**config.mk**
```make
export PLATFORM = sky130hd
export DESIGN_NAME = note_judge
export DESIGN_NICKNAME = d
export VERILOG_FILES = /design/src/rtl/note_judge.sv
export SDC_FILE = /design/constraint.sdc
export NUM_CORES = 1
export LEC_CHECK = 0
export ABC_AREA = 1
export CAP_MARGIN = 20
export CORE_MARGIN = 3
export CORE_UTILIZATION = 50
export DETAILED_ROUTE_END_ITERATION = 16
export PLACE_DENSITY = 0.72
export SLEW_MARGIN = 30
export SYNTH_ARGS = -nofsm -noshare
export SYNTH_HDL_FRONTEND = slang
export SYNTH_SLANG_ARGS = --single-unit
```
**constraint.sdc**
```tcl
create_clock -name Clk -period 7.2 [get_ports Clk]
set_input_delay 1.44 -clock Clk [delete_from_list [all_inputs] [get_ports Clk]]
set_output_delay 1.44 -clock Clk [all_outputs]
set_load 0.01 [all_outputs]
```
**src/rtl/note_judge.sv**
```systemverilog
// -----------------------------------------------------------------------------
// note_judge
//
// Purpose:
//   Rhythm-game judging core. Walks the chart ROM with a look-ahead window of
//   four words, keeps the song frame counter, matches lane presses against the
//   visible notes and emits one PERFECT / GOOD / MISS judgment per note.
//   Score and combo are updated in the same cycle that the judgment strobe is
//   high.
//
// Ports:
//   Clk, Reset_n        clock, synchronous active-low reset
//   start               one-cycle pulse, (re)starts the song from frame 0
//   frame_tick          one-cycle pulse per video frame
//   key_hit[2:0]        one-cycle press pulses, one bit per lane
//   addr[7:0]           chart ROM address (window base)
//   key_1..key_4[15:0]  chart words at addr..addr+3 ([15:14] lane, [13:0] frame)
//   frame_cnt[13:0]     current song frame (saturating)
//   judge_valid         one-cycle judgment strobe
//   judge_code[1:0]     01 PERFECT, 10 GOOD, 11 MISS, 00 when not valid
//   judge_lane[1:0]     lane of the judged note (held between judgments)
//   score[15:0]         saturating score
//   combo[9:0]          saturating combo count
//   done                high while the song is finished
//
// Configuration macro:
//   NOTE_JUDGE_GHOST_EN  when defined, a press that matches no note produces a
//                        MISS strobe on the pressed lane and breaks the combo;
//                        when undefined such presses are silently dropped.
// -----------------------------------------------------------------------------
module note_judge #(
   parameter int CHART_LEN   = 112,
   parameter int PERFECT_WIN = 3,
   parameter int GOOD_WIN    = 6,
   parameter int PERFECT_PTS = 100,
   parameter int GOOD_PTS    = 50
) (
   input  logic        Clk,
   input  logic        Reset_n,
   input  logic        start,
   input  logic        frame_tick,
   input  logic [2:0]  key_hit,
   output logic [7:0]  addr,
   input  logic [15:0] key_1,
   input  logic [15:0] key_2,
   input  logic [15:0] key_3,
   input  logic [15:0] key_4,
   output logic [13:0] frame_cnt,
   output logic        judge_valid,
   output logic [1:0]  judge_code,
   output logic [1:0]  judge_lane,
   output logic [15:0] score,
   output logic [9:0]  combo,
   output logic        done
);

   localparam logic [8:0]  LEN9 = 9'(CHART_LEN);
   localparam logic [14:0] PWIN = 15'(PERFECT_WIN);
   localparam logic [14:0] GWIN = 15'(GOOD_WIN);

   localparam logic [1:0] CODE_NONE    = 2'b00;
   localparam logic [1:0] CODE_PERFECT = 2'b01;
   localparam logic [1:0] CODE_GOOD    = 2'b10;
   localparam logic [1:0] CODE_MISS    = 2'b11;
   localparam logic [1:0] LANE_INVALID = 2'b11;

   typedef enum logic [1:0] {
      S_IDLE = 2'd0,
      S_RUN  = 2'd1,
      S_DONE = 2'd2
   } state_t;

   function automatic logic [15:0] sat_add16(input logic [15:0] a, input logic [15:0] b);
      logic [16:0] s;
      s = {1'b0, a} + {1'b0, b};
      return s[16] ? 16'hFFFF : s[15:0];
   endfunction

   function automatic logic [9:0] sat_inc10(input logic [9:0] a);
      return (a == 10'h3FF) ? a : a + 10'd1;
   endfunction

   // Frame error taken at 15 bits signed so that both directions fit, then
   // folded to a magnitude.
   function automatic logic [14:0] abs_err(input logic [13:0] f, input logic [13:0] t);
      logic signed [14:0] d;
      d = $signed({1'b0, f}) - $signed({1'b0, t});
      if (d[14]) return 15'(-d);
      return 15'(d);
   endfunction

   state_t      state_q, state_d;
   logic [7:0]  addr_q, addr_d;
   logic [13:0] frame_q, frame_d;
   logic [3:0]  mask_q, mask_d;
   logic [2:0]  pend_q, pend_d;
   logic        jv_q, jv_d;
   logic [1:0]  jc_q, jc_d;
   logic [1:0]  jl_q, jl_d;
   logic [15:0] score_q, score_d;
   logic [9:0]  combo_q, combo_d;

   logic [15:0] slot [4];
   logic [14:0] err  [4];
   logic [3:0]  vis;

   logic        advance;
   logic        found;
   logic [1:0]  hit_k;
   logic [1:0]  hit_lane;
   logic [2:0]  pend_left;
   logic [3:0]  set_v;

   assign slot[0] = key_1;
   assign slot[1] = key_2;
   assign slot[2] = key_3;
   assign slot[3] = key_4;

   // Per-slot visibility (inside the valid chart) and frame error.
   always_comb begin
      for (int k = 0; k < 4; k++) begin
         vis[k] = (({1'b0, addr_q} + 9'(k)) < LEN9);
         err[k] = abs_err(frame_q, slot[k][13:0]);
      end
   end

   always_comb begin
      state_d   = state_q;
      addr_d    = addr_q;
      frame_d   = frame_q;
      mask_d    = mask_q;
      pend_d    = 3'b000;
      jv_d      = 1'b0;
      jc_d      = CODE_NONE;
      jl_d      = jl_q;
      score_d   = score_q;
      combo_d   = combo_q;
      advance   = 1'b0;
      found     = 1'b0;
      hit_k     = 2'd0;
      hit_lane  = 2'd0;
      pend_left = pend_q;
      set_v     = 4'b0000;

      // start behaves identically from every state; presses are not kept.
      if (start) begin
         state_d = S_RUN;
         addr_d  = '0;
         frame_d = '0;
         mask_d  = '0;
         score_d = '0;
         combo_d = '0;
      end else begin
         case (state_q)
            S_RUN: begin
               if ({1'b0, addr_q} == LEN9) begin
                  state_d = S_DONE;
               end else begin
                  if (frame_tick && (frame_q != 14'h3FFF)) frame_d = frame_q + 14'd1;

                  advance = mask_q[0] | (slot[0][15:14] == LANE_INVALID);

                  if (pend_q != 3'b000) begin
                     if (pend_q[0])      hit_lane = 2'd0;
                     else if (pend_q[1]) hit_lane = 2'd1;
                     else                hit_lane = 2'd2;
                     pend_left[hit_lane] = 1'b0;

                     // Scan from the top so the lowest matching slot wins.
                     for (int k = 3; k >= 0; k--) begin
                        if (vis[k] && !mask_q[k] && (slot[k][15:14] == hit_lane) &&
                            (err[k] <= GWIN)) begin
                           found = 1'b1;
                           hit_k = 2'(k);
                        end
                     end

                     if (found) begin
                        set_v[hit_k] = 1'b1;
                        jv_d    = 1'b1;
                        jl_d    = hit_lane;
                        combo_d = sat_inc10(combo_q);
                        if (err[hit_k] <= PWIN) begin
                           jc_d    = CODE_PERFECT;
                           score_d = sat_add16(score_q, 16'(PERFECT_PTS));
                        end else begin
                           jc_d    = CODE_GOOD;
                           score_d = sat_add16(score_q, 16'(GOOD_PTS));
                        end
                     end else begin
`ifdef NOTE_JUDGE_GHOST_EN
                        jv_d    = 1'b1;
                        jc_d    = CODE_MISS;
                        jl_d    = hit_lane;
                        combo_d = '0;
`endif
                     end
                  end else if (vis[0] && !mask_q[0] && (slot[0][15:14] != LANE_INVALID) &&
                               ({1'b0, frame_q} > ({1'b0, slot[0][13:0]} + GWIN))) begin
                     set_v[0] = 1'b1;
                     jv_d     = 1'b1;
                     jc_d     = CODE_MISS;
                     jl_d     = slot[0][15:14];
                     combo_d  = '0;
                  end

                  // A hit never lands on slot 0 while advancing (slot 0 is then
                  // consumed or invalid), so set-then-shift is safe.
                  if (advance) begin
                     addr_d = addr_q + 8'd1;
                     mask_d = (mask_q | set_v) >> 1;
                  end else begin
                     mask_d = mask_q | set_v;
                  end

                  pend_d = pend_left | key_hit;
               end
            end
            default: ;
         endcase
      end
   end

   always_ff @(posedge Clk) begin
      if (!Reset_n) begin
         state_q <= S_IDLE;
         addr_q  <= '0;
         frame_q <= '0;
         mask_q  <= '0;
         pend_q  <= '0;
         jv_q    <= 1'b0;
         jc_q    <= CODE_NONE;
         jl_q    <= '0;
         score_q <= '0;
         combo_q <= '0;
      end else begin
         state_q <= state_d;
         addr_q  <= addr_d;
         frame_q <= frame_d;
         mask_q  <= mask_d;
         pend_q  <= pend_d;
         jv_q    <= jv_d;
         jc_q    <= jc_d;
         jl_q    <= jl_d;
         score_q <= score_d;
         combo_q <= combo_d;
      end
   end

   assign addr        = addr_q;
   assign frame_cnt   = frame_q;
   assign judge_valid = jv_q;
   assign judge_code  = jc_q;
   assign judge_lane  = jl_q;
   assign score       = score_q;
   assign combo       = combo_q;
   assign done        = (state_q == S_DONE);

endmodule

```
==> results.json <==
{
  "wl_per_cell_um": 13.4,
  "maxSlewViolCount": 0,
  "timing.rr.start": "frame_cnt[0]",
  "synth_area_um2": 10800,
  "hold_depth": 2,
  "cp_cell_sequence": "clkdlybuf4s50_1 -> ha_1 -> inv_1 -> fa_1 -> nand3_1 -> nand3_2 -> nand2_1 -> a21oi_2 -> nor2_2 -> nand3_1 -> nand2_1 -> nand2_1 -> nor2_1 -> nand3_2 -> nor2_2 -> nand3_2 -> nand3_1 -> nand2_1 -> nand2_1 -> nand3_2 -> a21oi_2 -> nand4_1 -> nand2_1 -> a21oi_1",
  "ff2ff_path_depth": 24,
  "path_delay_family": "simple AND/OR/NAND/NOR gates",
  "num_rows": 53,
  "viasPerCell": 5.22,
  "clockRootBuffer": "clkbuf_16",
  "yosysSeqAreaShare_pct": 11.5,
  "die_h_um": 153,
  "fillers": 2187,
  "utilization_pct": 59.6,
  "max_freq_mhz": 177,
  "place.port_buffers": 124,
  "period_share_pct": 78.4,
  "cts.sinks": 62,
  "nNetsFinal": 2264,
  "num_vias": 12451,
  "r2r_end": "score[14]",
  "initial_core_util_pct": 51.1,
  "setup_viol": 0,
  "die_area_um2": 23400,
  "cts.clk_slew.worst_paths_ns": 0.05,
  "ys_warn_count": 0,
  "syn_avg_cell_area_um2": 5.41,
  "area_delta_synth_final_pct": 16.5,
  "drtIter0Drc": 784,
  "syn_inst": 1991,
  "cp-start-kind": "input pin",
  "gp_congestion": 0.922,
  "yosysUniqueCellTypes": 56,
  "holdCritPathClass": "reg2reg",
  "tns_ns": 0,
  "ant_nets": 0,
  "tritoncts": "yes",
  "grt_max_degree": 32,
  "min_from": "score[0]",
  "worstSetupEndpointType": "flip-flop",
  "required_ns": 7.39,
  "maxCapViolCount": 0,
  "worst_pin_slew_ns": 0.895,
  "reg2reg_slack_ns": 2.37,
  "crit_slowest_cell": "a21oi_2",
  "cts_htree_levels": 3,
  "grt_pass1_vias": 11308,
  "cp_max_fo": 20,
  "worstPathArrival_ns": 5.83,
  "outcome": "finished clean",
  "diodes": 0,
  "cts_hold_buf": 0,
  "max_slew_margin_pct": 39.7,
  "gr-total-overflow": 0,
  "min_period_ns": 5.64,
  "cts_resized": 0,
  "first_pass_iters": 6,
  "finalHoldViolations": 0,
  "numCtsBuffers": 9,
  "postCtsSetupRepairBufs": 0,
  "core_area_um2": 21100,
  "cp_common_cell": "nand2_1",
  "p_leak_nw": 6.77,
  "die_w_um": 153,
  "wl_um": 32000,
  "async_flop_share_pct": 0,
  "dp_hpwl_um": 25800,
  "synth-edff-count": 0,
  "drive_gt1_share_pct": 5.45,
  "cpPeakStageDelay_ns": 0.61,
  "cp-startpoint": "key_1[0]",
  "synth_top_flop_cell": "dfxtp_1",
  "grt_pass1_wl_um": 53000,
  "clock_skew_ns": 0.0129,
  "grt_use_total_pct": 26.5,
  "ys_ff_latch": 62,
  "criticalPathCategory": "in2reg",
  "path_buf_inv": 2,
  "ios": 125,
  "power_density_nw_per_um2": 91.8,
  "min_to": "score[0]",
  "rsz0062_at_grt": "false",
  "ir_drop_v": 0.0000897,
  "synth_fp_nets": 2149,
  "clock_tree.buffer_depth": 2,
  "post-route-drc-count": 0,
  "antenna_found_initial": 0,
  "clk_latency_ns": 0.33
}
## how the worst max path moves through the flow
stage,depth (start not counted),end,slack (ns)
after floorplan,21,combo[4],2.62
after global routing,24,score[9],1.11
after CTS,24,score[4],1.59
after global placement,24,score[6],1.42
after detailed placement,24,score[4],1.23
final,24,score[14],1.56
## final cells by class
type	instances	area [µm²]	share of cell area, %
Clock buffer	9	225	1.79
Clock inverter	7	97.6	0.777
Inverter	352	1320	10.5
Multi-Input combinational cell	1555	8070	64.3
Sequential cell	62	1240	9.88
Tap cell	275	344	2.74
Timing Repair Buffer	126	1260	10.0
## power breakdown
part	internal (mW)	total (mW)	switching, mW
Sequential	0.344	0.346	0.00183
Combinational	0.127	0.331	0.204
Clock	0.304	0.476	0.171
## per-layer routing
metal / wire [µm] / GRT usage, % / vias up
li1: - / - / 6591
met1: 15700 / 37.6 / 5526
met2: 14200 / 44.2 / 301
met3: 1470 / 2.04 / 33
met4: 601 / 5.94 / 0
met5: 0 / 0 / -
## worst min-delay path, stage by stage, from the launching register on
cell,delay [ns]
dfxtp_1,0.32
inv_1,0.05
a21oi_1,0.05
## Yosys cell counts, drive strengths merged, types with 5 or more instances
master	number	area [µm²]
clkbuf	5	18.8
nand4	52	325
buf	17	129
dfxtp	62	1240
xor2	35	314
nor3	30	161
nand2	696	2690
o21ai	49	268
nand3b	22	169
xnor2	7	61.3
a21oi	97	519
nand3	240	1330
inv	349	1310
o21bai	6	45.0
ha	83	1040
nor2	194	778
## cell usage in the layout (no fill, tap or decap), types with 3 or more instances in the layout
master,n
a211oi_1,4
a21oi_1,88
a21oi_2,9
a31oi_1,3
and2_1,3
and3_1,3
clkbuf_16,9
clkdlybuf4s50_1,124
clkinv_1,3
dfxtp_1,62
fa_1,4
ha_1,83
inv_1,338
inv_2,10
nand2_1,668
nand2_2,26
nand3_1,216
nand3_2,23
nand3b_1,21
nand4_1,52
nor2_1,177
nor2_2,14
nor2_4,3
nor3_1,29
nor4_1,4
o211ai_1,3
o21ai_0,45
o21bai_1,6
or2_2,3
xnor2_1,7
xor2_1,34
## stage by stage
| stage | setup slack [ns] | instance area [µm²] | instances | hold WS [ns] | power, mW |
|---|---|---|---|---|---|
| after floorplan | 2.62 | 10800 | 1991 | 0.453 | 0.578 |
| after global placement | 1.42 | 12200 | 2370 | 0.465 | 0.675 |
| after detailed placement | 1.23 | 12200 | 2370 | 0.466 | 0.680 |
| after CTS | 1.59 | 12600 | 2386 | 0.475 | 1.15 |
| after global routing | 1.11 | 12600 | 2386 | 0.494 | 1.21 |
| final | 1.56 | 12600 | 2386 | 0.471 | 1.15 |
## kinds of logic after synthesis
logic type / Yosys count / share of synthesized area [%]
buf+inv: 374 / 13.7
simple gates: 1250 / 51.5
fa+ha+maj: 87 / 10.4
flops: 62 / 11.5
xor+xnor: 42 / 3.48
compound gates: 176 / 9.43
## registers in the layout, indices dropped and copies added (netlist names)
register and count:
judge_lane 2, state_q 2, judge_code 2, combo 10, pend_q 3, addr 8
frame_cnt 14, mask_q 4, score 16, judge_valid 1
Power figures use the tool's default switching activity.
